`config.mk`:
```
export PLATFORM = sky130hd
export DESIGN_NAME = motor_drv_mc
export DESIGN_NICKNAME = d
export VERILOG_FILES = /design/src/rtl/motor_drv_mc.sv
export SDC_FILE = /design/constraint.sdc
export NUM_CORES = 1
export LEC_CHECK = 0
export ABC_AREA = 1
export BUFFER_PORTS_ARGS = -buffer_cell sky130_fd_sc_hd__buf_4
export CORE_ASPECT_RATIO = 1.2
export CORE_MARGIN = 10
export CORE_UTILIZATION = 38
export DETAILED_ROUTE_END_ITERATION = 16
export PLACE_DENSITY_LB_ADDON = 0.25
export SLEW_MARGIN = 10
export SYNTH_ARGS = -nofsm -noshare
export SYNTH_HDL_FRONTEND = slang
export SYNTH_SLANG_ARGS = --single-unit
```
`constraint.sdc`:
```
create_clock -name clk -period 3.3 [get_ports clk]
set_input_delay 0.495 -clock clk [delete_from_list [all_inputs] [get_ports clk]]
set_output_delay 0.495 -clock clk [all_outputs]
set_load 0.005 [all_outputs]
```
`src/rtl/motor_drv_mc.sv`:
```
// rtl/motor_drv_mc.sv - multi-channel H-bridge PWM driver with dead time and brake
// Optional duty ramping when MOTOR_DRV_RAMP_EN is defined.
`timescale 1ns/1ps
module motor_drv_mc #(
  parameter int CLK_HZ       = 25000000,
  parameter int PWM_HZ       = 250,
  parameter int CHANNELS     = 2,
  parameter int RES_BITS     = 8,
  parameter int DEAD_PERIODS = 1,
  parameter int RAMP_STEP    = 1
) (
  input  logic                         clk,
  input  logic                         rst,
  input  logic                         enable,
  input  logic [CHANNELS*RES_BITS-1:0] duty,
  input  logic [CHANNELS-1:0]          direction,
  input  logic [CHANNELS-1:0]          brake,
  output logic [CHANNELS-1:0]          pwm_outA,
  output logic [CHANNELS-1:0]          pwm_outB,
  output logic [CHANNELS-1:0]          busy,
  output logic                         period_start
);

  localparam int PRESCALE = CLK_HZ / (PWM_HZ * (2**RES_BITS));
  localparam int PS_W     = (PRESCALE > 1) ? $clog2(PRESCALE) : 1;
  localparam int DC_W     = (DEAD_PERIODS > 0) ? $clog2(DEAD_PERIODS + 1) : 1;

  localparam logic [PS_W-1:0] PS_LAST   = PS_W'(PRESCALE - 1);
  localparam logic [DC_W-1:0] DEAD_LOAD = DC_W'(DEAD_PERIODS);

  localparam logic [1:0] S_COAST = 2'd0;
  localparam logic [1:0] S_RUN   = 2'd1;
  localparam logic [1:0] S_DEAD  = 2'd2;
  localparam logic [1:0] S_BRAKE = 2'd3;

  if (PRESCALE < 1 || CHANNELS < 1 || CHANNELS > 8 || RES_BITS < 2 || RES_BITS > 12 ||
      DEAD_PERIODS < 0 || RAMP_STEP < 0) begin : g_bad_param
    $error("motor_drv_mc: invalid parameter set");
  end

`ifdef MOTOR_DRV_RAMP_EN
  function automatic logic [RES_BITS-1:0] duty_step(input logic [RES_BITS-1:0] cur,
                                                   input logic [RES_BITS-1:0] tgt_v);
    int diff;
    diff = int'(tgt_v) - int'(cur);
    if (diff > RAMP_STEP)       return cur + RES_BITS'(RAMP_STEP);
    else if (diff < -RAMP_STEP) return cur - RES_BITS'(RAMP_STEP);
    else                        return tgt_v;
  endfunction
`else
  function automatic logic [RES_BITS-1:0] duty_step(input logic [RES_BITS-1:0] cur,
                                                   input logic [RES_BITS-1:0] tgt_v);
    return (cur == tgt_v) ? cur : tgt_v;
  endfunction
`endif

  logic [PS_W-1:0]     presc_q, presc_d;
  logic [RES_BITS-1:0] pcnt_q, pcnt_d;
  logic                boundary;

  logic [1:0]          st_q    [CHANNELS];
  logic [1:0]          st_d    [CHANNELS];
  logic [RES_BITS-1:0] aduty_q [CHANNELS];
  logic [RES_BITS-1:0] aduty_d [CHANNELS];
  logic [DC_W-1:0]     dcnt_q  [CHANNELS];
  logic [DC_W-1:0]     dcnt_d  [CHANNELS];
  logic [CHANNELS-1:0] adir_q, adir_d;
  logic [CHANNELS-1:0] outa_d, outb_d, busy_d;
  logic [RES_BITS-1:0] tgt;
  logic                pwm;

  always_comb begin
    presc_d = presc_q;
    pcnt_d  = pcnt_q;
    if (!enable) begin
      presc_d = '0;
      pcnt_d  = '0;
    end else if (presc_q == PS_LAST) begin
      presc_d = '0;
      pcnt_d  = pcnt_q + RES_BITS'(1);
    end else begin
      presc_d = presc_q + PS_W'(1);
    end
  end

  assign boundary = enable && (presc_q == '0) && (pcnt_q == '0);

  // Outputs are computed from next state so a boundary command shows up one clock later.
  always_comb begin
    tgt    = '0;
    pwm    = 1'b0;
    adir_d = adir_q;
    outa_d = '0;
    outb_d = '0;
    busy_d = '0;
    for (int c = 0; c < CHANNELS; c++) begin
      st_d[c]    = st_q[c];
      aduty_d[c] = aduty_q[c];
      dcnt_d[c]  = dcnt_q[c];
      tgt        = duty[c*RES_BITS +: RES_BITS];
      if (!enable) begin
        st_d[c]    = S_COAST;
        aduty_d[c] = '0;
        dcnt_d[c]  = '0;
      end else if (boundary) begin
        case (st_q[c])
          S_COAST, S_BRAKE: begin
            if (brake[c]) begin
              st_d[c]    = S_BRAKE;
              aduty_d[c] = '0;
            end else begin
              st_d[c]    = S_RUN;
              adir_d[c]  = direction[c];
              aduty_d[c] = duty_step('0, tgt);
            end
          end
          S_RUN: begin
            if (brake[c]) begin
              st_d[c]    = S_BRAKE;
              aduty_d[c] = '0;
            end else if ((direction[c] != adir_q[c]) && (DEAD_PERIODS > 0)) begin
              st_d[c]    = S_DEAD;
              dcnt_d[c]  = DEAD_LOAD;
              aduty_d[c] = '0;
            end else begin
              adir_d[c]  = direction[c];
              aduty_d[c] = duty_step(aduty_q[c], tgt);
            end
          end
          S_DEAD: begin
            if (brake[c]) begin
              st_d[c]    = S_BRAKE;
              dcnt_d[c]  = '0;
            end else if (dcnt_q[c] <= DC_W'(1)) begin
              st_d[c]    = S_RUN;
              dcnt_d[c]  = '0;
              adir_d[c]  = direction[c];
              aduty_d[c] = duty_step('0, tgt);
            end else begin
              dcnt_d[c]  = dcnt_q[c] - DC_W'(1);
            end
          end
          default: st_d[c] = S_COAST;
        endcase
      end
      pwm = pcnt_q < aduty_d[c];
      case (st_d[c])
        S_RUN: begin
          outa_d[c] = adir_d[c] & pwm;
          outb_d[c] = ~adir_d[c] & pwm;
        end
        S_BRAKE: begin
          outa_d[c] = 1'b1;
          outb_d[c] = 1'b1;
        end
        default: begin
          outa_d[c] = 1'b0;
          outb_d[c] = 1'b0;
        end
      endcase
      busy_d[c] = (st_d[c] == S_DEAD);
    end
  end

  always_ff @(posedge clk or posedge rst) begin
    if (rst) begin
      presc_q      <= '0;
      pcnt_q       <= '0;
      adir_q       <= '0;
      pwm_outA     <= '0;
      pwm_outB     <= '0;
      busy         <= '0;
      period_start <= 1'b0;
      for (int c = 0; c < CHANNELS; c++) begin
        st_q[c]    <= S_COAST;
        aduty_q[c] <= '0;
        dcnt_q[c]  <= '0;
      end
    end else begin
      presc_q      <= presc_d;
      pcnt_q       <= pcnt_d;
      adir_q       <= adir_d;
      pwm_outA     <= outa_d;
      pwm_outB     <= outb_d;
      busy         <= busy_d;
      period_start <= boundary;
      for (int c = 0; c < CHANNELS; c++) begin
        st_q[c]    <= st_d[c];
        aduty_q[c] <= aduty_d[c];
        dcnt_q[c]  <= dcnt_d[c];
      end
    end
  end

endmodule
```
=== After elaboration in Yosys (flattened, before gate mapping) ===
Cells that the tools add are included.

* Equal/unequal tests: 25
* Reduce and logical (&&, ||, !) cells: 12
* Magnitude comparators: 4
* Add/sub/neg operators: 4
* Bitwise operators: 6
* Multiplexer cells: 74

{| class="wikitable"
|+ Operator list
! kind !! count
|-
| $mux W8 || 20
|-
| $pmux W8 S3 || 2
|-
| $mux W2 || 14
|-
| $mux W1 || 26
|-
| $logic_not A8 Y1 || 3
|-
| $mux W9 || 2
|-
| $eq A2 B2 Y1 const B || 8
|-
| $eq A8 B8 Y1 || 2
|-
| $lt A8 B8 Y1 || 2
|-
| $ne A3 B3 Y1 const B || 4
|-
| $pmux W1 S2 || 6
|-
| $pmux W2 S3 || 2
|-
| $add A9 B1 Y9 const B || 1
|-
| $eq A9 B9 Y1 const B || 1
|-
| $logic_not A9 Y1 || 1
|-
| $add A8 B1 Y8 const B || 1
|-
| $eq A2 B1 Y1 const B || 4
|-
| $reduce_and A4 Y1 || 2
|-
| $ne A3 B1 Y1 const B || 2
|-
| $pmux W1 S3 || 2
|-
| $and A1 B1 Y1 || 4
|-
| $logic_not A2 Y1 || 2
|-
| $ne A2 B1 Y1 const B || 2
|-
| $reduce_or A2 Y1 || 2
|-
| 5 further kinds || 10
|}

* Bits in registers: 48
* Input bits: 23
* Logic and storage cells: 138

=== Depth between registers and ports, before layout ===
Gate-level depths: netlist of run 1.

* Depth in word-level cells: 10
* Gate-level depth with buffers: 19
* Depth with buffers taken out: 18

=== Least setup slack after synthesis of run 1 ===
No wires, ideal clock.

* Path kind: register to register
* From: register pcnt_q[0]
* To: register pwm_outA[0]
* Stages on the path, launching flop included: 18
* Data arrival time: 2362 ps
* Clock period less this slack: 2426 ps
* Path slack: 874 ps
* Path through: dfrtp_1 -> inv_1 -> ha_1 -> nand2_1 -> nor2_4 -> nand3_2 -> nor2_4 -> buf_6 -> buf_6 -> a21oi_1 -> a31oi_1 -> inv_1 -> ha_1 -> a21oi_1 -> nor2_1 -> a211oi_1 -> nand4_1 -> nand2_1

{| class="wikitable"
|+ RTL lines
! what !! line !! source
|-
| from (decl) || 58 || <nowiki>logic [RES_BITS-1:0] pcnt_q, pcnt_d;</nowiki>
|-
| from (signal assigned) || 181 || <nowiki>pcnt_q <= pcnt_d;</nowiki>
|-
| to (signal assigned) || 183 || <nowiki>pwm_outA <= outa_d;</nowiki>
|-
| to (decl) || 18 || <nowiki>output logic [CHANNELS-1:0] pwm_outA,</nowiki>
|}

==> flow_summary.json, run 1 <==
{
  "cp.arrival_ns": 3.11,
  "root_buffer": "clkbuf_8",
  "grt_pass1_vias": 2900,
  "status": "finished, final reports clean",
  "power_leakage_uw": 0.00187,
  "layout-drive-gt1-share_pct": 13.7,
  "cts_setup_buffers": 0,
  "synth_compound_area_share_pct": 13.9,
  "final_cells": 600,
  "dieArea_sq_um": 12900,
  "gp_congestion": 0.805,
  "pre_cts_ws_ns": 0.483,
  "area_growth_pct": 11.9,
  "period_needed_ns": 2.85,
  "crit_buf_inv": 2,
  "antenna_found_initial": 0,
  "synth_xor_area_share_pct": 0.263,
  "critPathTopFamily": "simple AND/OR/NAND/NOR gates",
  "slew_viol_final": 0,
  "cts_buffers": 5,
  "synthFlopType": "dfrtp_1",
  "cts_tree": "yes",
  "gr-total-overflow": 0,
  "fmaxAchievable_mhz": 351,
  "cap_violations": 0,
  "timing.hold.ws_ns": 0.441,
  "fin_skew_ns": 0.00670,
  "crit_top_cell": "nand2_1",
  "ant_nets": 0,
  "routed_wl_um": 8310,
  "yosysSeqAreaShare_pct": 34.6,
  "synth-simple-area-share_pct": 30.4,
  "slew_headroom_pct": 31.2,
  "worstHoldPathType": "primary input to async pin",
  "dieHeight_um": 123,
  "portBuffers": 29,
  "vias": 3052,
  "setup_tns_ns": 0,
  "die_w_um": 105,
  "cts_buffer_depth": 2,
  "place_inst": 592,
  "post_cts_resized": 0,
  "cp-end-kind": "flop",
  "clock_sinks": 46,
  "synth_top_family_by_area": "simple AND/OR/NAND/NOR gates",
  "synth_area_per_cell_sq_um": 7.24,
  "syn_inst": 460,
  "start_util_pct": 38.9,
  "fin_nets": 532,
  "ir_worst_vdd_v": 0.000135,
  "yosys_warnings": 0,
  "final-hold-violation-count": 0,
  "clk_latency_ns": 0.31,
  "synth_nets": 510,
  "post_drt_wl_per_cell_um": 13.8,
  "postSynth.asyncResetShare_pct": 100,
  "p_per_area_nw_per_um2": 409,
  "fin_util_pct": 43.5,
  "crit_required_ns": 3.55,
  "cpMaxStageDelayCell": "nor2_4",
  "firstDrtPassIters": 5,
  "boundaryPins": 30,
  "via_per_inst": 5.09,
  "worstMarginPinSlew_ns": 1.03,
  "synth.distinct_cells": 32,
  "htreeDepth": 2,
  "synth_fa_ha_area_share_pct": 10.1,
  "start_kind": "flop",
  "finalSetupViolCount": 0,
  "worstSetupPathType": "flop to flop",
  "dp_hpwl_um": 5890,
  "drt_iter0_markers": 138,
  "fin_crit_sh_pct": 86.4,
  "clkTransAtPathRegs_ns": 0.09,
  "grt_pass1_wl_um": 14000,
  "ctsHoldBuffers": 0,
  "grt_max_degree": 47,
  "muxShareOfSynthArea_pct": 0,
  "drcViolationCount": 0,
  "syn_area_sq_um": 3330,
  "synth_seq_cells": 46,
  "track_usage_pct": 13.1,
  "core_sq_um": 8560,
  "crit_path_max_incr_delay_ns": 0.47,
  "cp_cell_sequence": "inv_1, ha_1, nand2_1, nor2_4, nand3_2, nor2_4, a21oi_1, a31oi_1, inv_1, ha_1, nand2_1, nor2_1, a211oi_1, nand4_1, nand2_1",
  "num_antenna_cells": 0,
  "setup_slack_ns": 0.448,
  "rows": 37,
  "rsz0062_at_grt": "no",
  "synth_edf_count": 0,
  "path_max_fanout": 25
}
==> worst paths after layout <==
check                           slack [ns]  cells past startpoint        from           to
worst max-delay path                  0.45                     15   pcnt_q[1]  pwm_outA[0]
worst min-delay path                  0.44                      2         rst      st_q[3]
worst max register to register        0.45                     15   pcnt_q[1]  pwm_outA[0]
worst min register to register        0.53                      1  presc_q[0]   presc_q[0]
max in group asynchronous             2.23                      2         rst   presc_q[6]
min in group clk                      0.51                      3    duty[12]   aduty_q[4]
==> registers in the layout (all words and copies together), names as in the netlist <==
signal,count
adir_q,2
aduty_q,16
busy,2
pcnt_q,8
period_start,1
presc_q,9
pwm_outA,2
pwm_outB,2
st_q,4
==> report_power, final <==
group | switching (uW) | internal (uW) | total [uW]
combinational | 315 | 178 | 493
sequential | 34.9 | 623 | 658
clock | 204 | 170 | 373
==> cells in the final DEF (no fill, tap or decap) <==
master,instances
inv_1,62
xor2_1,1
o21ai_1,2
clkinv_2,1
a21oi_1,28
nor3_2,1
a32o_1,2
o21ai_0,12
a211oi_1,3
clkbuf_8,6
and3_4,1
and3_1,2
nand2_4,1
a22oi_1,2
o211ai_2,2
or2_2,10
buf_4,36
nand2_1,111
nor2_2,1
nand3_2,1
nor2_1,42
inv_2,3
nor3_1,8
ha_1,27
o211ai_1,10
clkinv_1,1
nand4_1,21
nor2_4,3
nor3b_1,1
clkbuf_1,1
a31oi_1,15
dfrtp_1,46
nand3_1,20
==> cell families (layout without fill, tap and decap cells) <==
kind of cell | after synthesis | in the layout
buffers and inverters | 87 | 110
adders and majority gates | 27 | 27
AOI/OAI and AO/OA | 76 | 76
and+or+nand+nor | 223 | 223
xor gates and xnor gates | 1 | 1
DFF | 46 | 46
==> synthesized netlist by cell type (4+ instances only) <==
master	instances	area (sq um)
a21oi_1	28	140
a31oi_1	15	93.8
buf_6	4	45.0
clkbuf_1	14	52.6
dfrtp_1	46	1150
ha_1	27	338
inv_1	63	236
nand2_1	111	417
nand3_1	20	100
nand4_1	21	131
nor2_1	42	158
nor3_1	8	40.0
o211ai_1	10	75.1
o21ai_0	12	60.1
or2_2	10	62.6
==> cell type report <==
type | count | area (sq um)
Sequential cell | 46 | 1150
Multi-Input combinational cell | 327 | 1820
Fill cell | 896 | 4840
Tap cell | 117 | 146
Timing Repair Buffer | 36 | 270
Inverter | 66 | 248
Clock inverter | 1 | 5.00
Clock buffer | 7 | 86.3
==> metal layers <==
| metal | routed length, um | global-route usage (%) | part of all wire (%) | up-vias |
|---|---|---|---|---|
| li1 | - | - | - | 1556 |
| met1 | 3800 | 16.9 | 46 | 1410 |
| met2 | 3890 | 20.8 | 47 | 72 |
| met3 | 403 | 2.46 | 4.9 | 14 |
| met4 | 214 | 6.01 | 2.6 | 0 |
| met5 | 0 | 0 | 0 | - |
==> metrics by stage <==
step	area [sq um]	total power, uW
2_1_floorplan	3330	1010
3_3_place_gp	3630	1150
3_5_place_dp	3630	1160
4_1_cts	3730	1540
5_1_grt	3730	1640
6_report	3730	1520
Power figures use the tool's default switching activity.
==> run 2: changes to the inputs <==
GPL_TIMING_DRIVEN = 0   (was unset)
==> flow_summary.json, run 2 (synthesis gave the netlist of run 1 again) <==
{
  "vias": 3192,
  "drcViolationCount": 0,
  "post_drt_wl_per_cell_um": 14.3,
  "p_per_area_nw_per_um2": 422,
  "routed_wl_um": 8770,
  "reg2reg_from": "pcnt_q[0]",
  "crit_path_max_incr_delay_ns": 0.40,
  "ir_worst_vdd_v": 0.000204,
  "portBuffers": 28,
  "core_sq_um": 8560,
  "cp-end-kind": "flop",
  "fin_skew_ns": 0.0142,
  "rows": 37,
  "setup_tns_ns": 0,
  "rsz0062_at_grt": "no",
  "post_cts_resized": 0,
  "antenna_found_initial": 0,
  "seq_area_sq_um": 1150,
  "timing.hold.ws_ns": 0.259,
  "status": "finished, final reports clean",
  "gr-total-overflow": 0,
  "area_growth_pct": 14.9,
  "num_antenna_cells": 0,
  "ff2ff_path_depth": 16,
  "clk_latency_ns": 0.32,
  "clkTransAtPathRegs_ns": 0.10,
  "cts_tree": "yes",
  "worstSetupPathType": "flop to flop",
  "via_per_inst": 5.21,
  "largestRegisters": "aduty_q x16, presc_q x9, pcnt_q x8",
  "grt_pass1_wl_um": 14900,
  "drt_iter0_markers": 132,
  "cp.arrival_ns": 3.19,
  "die_w_um": 105,
  "slew_viol_final": 0,
  "path_max_fanout": 10,
  "clock_sinks": 46,
  "multi_input_area_sq_um": 1820,
  "cts_setup_buffers": 0,
  "worstHoldPathType": "primary input to async pin",
  "period_needed_ns": 2.94,
  "cap_violations": 0,
  "gp_congestion": 0.817,
  "dieArea_sq_um": 12900,
  "track_usage_pct": 13.8,
  "dp_hpwl_um": 6500,
  "fin_nets": 546,
  "largest_reg_flops": 16,
  "ant_nets": 0,
  "dieHeight_um": 123,
  "slew_headroom_pct": 57.3,
  "finalSetupViolCount": 0,
  "firstDrtPassIters": 5,
  "final_common_cell": "nand2_1",
  "crit_required_ns": 3.54,
  "r2r_setup_slack_ns": 0.36,
  "grt_max_degree": 27,
  "fin_crit_sh_pct": 89.2,
  "r2r-end": "pwm_outA[1]",
  "final_cell_mix": "nand2_1, inv_1, dfrtp_1, nor2_1",
  "layout-drive-gt1-share_pct": 13.3,
  "fmaxAchievable_mhz": 340,
  "cts_buffers": 5,
  "start_util_pct": 38.9,
  "regMostFlops": "aduty_q",
  "nFillCells": 874,
  "boundaryPins": 30,
  "cpMaxStageDelayCell": "dfrtp_1",
  "htreeDepth": 2,
  "worstMarginPinSlew_ns": 0.640,
  "ctsHoldBuffers": 0,
  "start_kind": "flop",
  "root_buffer": "clkbuf_8",
  "final-hold-violation-count": 0,
  "cp_cell_sequence": "inv_1, ha_1, nand2_1, nor2_4, nand3_2, nor2_4, buf_6, buf_2, a31oi_1, inv_1, ha_1, a21oi_1, nor2_1, a211oi_1, nand4_1, nand2_1",
  "grt_pass1_vias": 3227,
  "cts_buffer_depth": 2,
  "power_leakage_uw": 0.00191
}
run 2: cell count changes in the layout (fill, tap and decap cells not counted):
cell and delta:
bufinv_16 +1, clkbuf_1 +13, buf_4 -8, clkinv_2 -1, buf_16 +1, buf_2 +3
buf_6 +4
run 2: cell type report:
class | count | area share [%]
clock inverters | 1 | 0.785
inverters | 66 | 6.47
flip-flops and latches | 46 | 30.1
repair buffers | 29 | 6.21
clock buffers | 6 | 2.16
well taps | 117 | 3.82
multi-input cells | 327 | 47.5
plain buffers | 21 | 2.94
run 2: worst max-delay path by stage:
stage            startpoint     endpoint  slack, ns
2_1_floorplan     pcnt_q[0]  pwm_outA[0]       0.87
3_3_place_gp   direction[1]  pwm_outA[1]       0.33
3_5_place_dp   direction[1]  pwm_outA[1]       0.28
4_1_cts           pcnt_q[0]  pwm_outA[1]       0.30
5_1_grt           pcnt_q[1]  pwm_outA[1]       0.03
6_report          pcnt_q[0]  pwm_outA[1]       0.36
run 2: metal layers:
layer / GRT usage, % / up-vias / share of wire, %
met3: 2.88 / 11 / 4.7
met4: 4.73 / 0 / 1.6
li1: - / 1584 / -
met5: 0 / - / 0
met2: 24.8 / 87 / 51
met1: 16.0 / 1510 / 43
run 2: where the power goes:
| part | internal [uW] | total (uW) | switching, uW | leakage, uW |
|---|---|---|---|---|
| combinational | 181 | 510 | 329 | 0.00124 |
| clock | 243 | 447 | 204 | 0.0000573 |
| sequential | 623 | 657 | 33.9 | 0.000609 |
run 2: worst max-delay path: cells and delay by family (launching register included):
kind	cells	cell delay [ns]
adder cells (fa/ha/maj)	2	0.41
flip-flops	1	0.40
buffers and inverters	4	0.67
AND/OR/NAND/NOR	7	0.76
AO/OA/AOI/OAI	3	0.63
run 2: stage by stage:
step	std cells	power [uW]	instance area, sq um	setup WS (ns)	util (%)
after floorplan	460	1010	3330	0.874	-
after global placement	605	1160	3690	0.333	43.1
after detailed placement	606	1180	3710	0.281	43.4
after CTS	613	1630	3830	0.303	44.7
after global routing	613	1730	3830	0.0277	44.7
final	613	1610	3830	0.356	44.7
==> run 3: changes to the inputs <==
clock period = 2.5 ns   (was 3.3 ns; I/O delays follow)
==> flow_summary.json, run 3 (synthesis gave the netlist of run 1 again) <==
{
  "fin_skew_ns": 0.0110,
  "pwr-share-seq_pct": 37.9,
  "failed_checks": "negative setup slack",
  "gr-total-overflow": 0,
  "final-hold-violation-count": 0,
  "boundaryPins": 30,
  "grt.met1_usage_pct": 16.4,
  "layout-drive-gt1-share_pct": 28.4,
  "clk_latency_ns": 0.31,
  "final_cell_mix": "nand2_1, inv_1, buf_4, dfrtp_1, nor2_1",
  "portBuffers": 28,
  "period_needed_ns": 2.52,
  "p_sw_share_pct": 35.6,
  "grt_pass1_wl_um": 15500,
  "r2r_setup_slack_ns": -0.02,
  "cts_tree": "yes",
  "via_per_inst": 5.20,
  "cap_violations": 0,
  "clkTransAtPathRegs_ns": 0.09,
  "drcViolationCount": 0,
  "fin_nets": 564,
  "worstSetupPathType": "flop to flop",
  "place_inst": 606,
  "internal_power_uw": 1480,
  "power_leakage_uw": 0.00204,
  "rows": 37,
  "worstHoldPathType": "primary input to async pin",
  "path_max_fanout": 6,
  "num_antenna_cells": 0,
  "firstDrtPassIters": 4,
  "cts_buffer_depth": 2,
  "grt_pass1_vias": 3356,
  "met2_usage_pct": 26.5,
  "largest_reg_flops": 16,
  "routed_wl_um": 9400,
  "finalSetupViolCount": 3,
  "place_area_sq_um": 3710,
  "dieHeight_um": 123,
  "power_frac_clock_pct": 25.7,
  "cp.arrival_ns": 2.77,
  "htreeDepth": 2,
  "met3_usage_pct": 2.67,
  "ant_nets": 0,
  "grt_max_degree": 27,
  "clock_sinks": 46,
  "root_buffer": "clkbuf_8",
  "rsz0062_at_grt": "yes",
  "final_common_cell": "nand2_1",
  "fin_util_pct": 50.1,
  "top_usage_layer": "met2",
  "dieArea_sq_um": 12900,
  "dp_hpwl_um": 6500,
  "cp-end-kind": "flop",
  "post_drt_wl_per_cell_um": 14.9,
  "fmaxAchievable_mhz": 397,
  "drt_iter0_markers": 143,
  "track_usage_pct": 14.5,
  "largestRegisters": "aduty_q x16, presc_q x9, pcnt_q x8",
  "slew_viol_final": 0,
  "regMostFlops": "aduty_q",
  "final_cells": 631,
  "vias": 3284,
  "gp_congestion": 0.817,
  "antenna_found_initial": 0,
  "ctsHoldBuffers": 0,
  "p_per_area_nw_per_um2": 534,
  "start_kind": "flop",
  "finalInstanceArea_sq_um": 4290,
  "start_util_pct": 38.9,
  "power_switching_uw": 815,
  "setup_slack_ns": -0.0179,
  "slew_headroom_pct": 53.0,
  "worstMarginPinSlew_ns": 0.706,
  "crit_required_ns": 2.75,
  "ir_worst_vdd_v": 0.000242,
  "status": "finished, violations left",
  "fin_crit_sh_pct": 101,
  "comb_power_share_pct": 36.4,
  "power_uw": 2290,
  "cts_buffers": 5,
  "area_growth_pct": 28.9,
  "die_w_um": 105,
  "core_sq_um": 8560
}
[run 3: area by class of cell]
type | instances | area [sq um]
flip-flops and latches | 46 | 1150
clock inverters | 1 | 30.0
repair buffers | 52 | 434
fillers | 836 | 4270
plain buffers | 16 | 105
well taps | 117 | 146
inverters | 66 | 254
clock buffers | 6 | 82.6
multi-input cells | 327 | 2090
[run 3: final timing paths]
| path | from | to | depth (start not counted) |
|---|---|---|---|
| hold reg to reg | presc_q[0] | presc_q[0] | 2 |
| max in group asynchronous | rst | pcnt_q[1] | 3 |
| hold / removal | rst | st_q[2] | 2 |
| setup reg to reg | presc_q[1] | pwm_outA[0] | 18 |
| min in group clk | duty[12] | aduty_q[4] | 3 |
| setup / recovery | presc_q[1] | pwm_outA[0] | 18 |
[run 3: timing repair]
action,4_1_cts,5_1_grt
pin swaps,19,22
buffers inserted,19,4
endpoints found under the setup margin,4,4
resized for setup,40,30
[run 3: worst max-delay path, stage by stage, from the launching register on]
cell and delay (ns):
dfrtp_1 0.40, inv_2 0.10, ha_4 0.15, nand2_4 0.05, nor2_4 0.10, nand3_2 0.08
nor2_4 0.14, buf_8 0.13, buf_8 0.13, buf_12 0.10, a21oi_1 0.03, a31oi_1 0.24
inv_1 0.07, ha_2 0.18, a21oi_2 0.14, nor2_2 0.06, a211oi_2 0.17, nand4_1 0.11
nand2_1 0.09
[run 3: routing by layer]
metal	share of wire, %	wire length (um)	vias up
met5	0	0	-
met4	1.6	148	0
met3	3.9	366	15
met2	52	4870	78
met1	43	4020	1560
li1	-	-	1631
[run 3: power by group through the flow]
stage / Combinational (uW) / Clock [uW] / Sequential [uW]
2_1_floorplan: 463 / 0 / 874
3_3_place_gp: 654 / 0 / 879
3_5_place_dp: 674 / 0 / 882
4_1_cts: 761 / 605 / 868
5_1_grt: 931 / 635 / 880
6_report: 835 / 589 / 869
[run 3: metrics by stage]
stage          hold WS (ns)  setup slack (ns)  setup TNS (ns)
6_report              0.142           -0.0179         -0.0396
5_1_grt               0.184            -0.204          -0.742
4_1_cts               0.163           -0.0538          -0.149
3_5_place_dp          0.505            -0.479           -1.81
3_3_place_gp          0.507            -0.411           -1.61
2_1_floorplan         0.480            0.0735               0
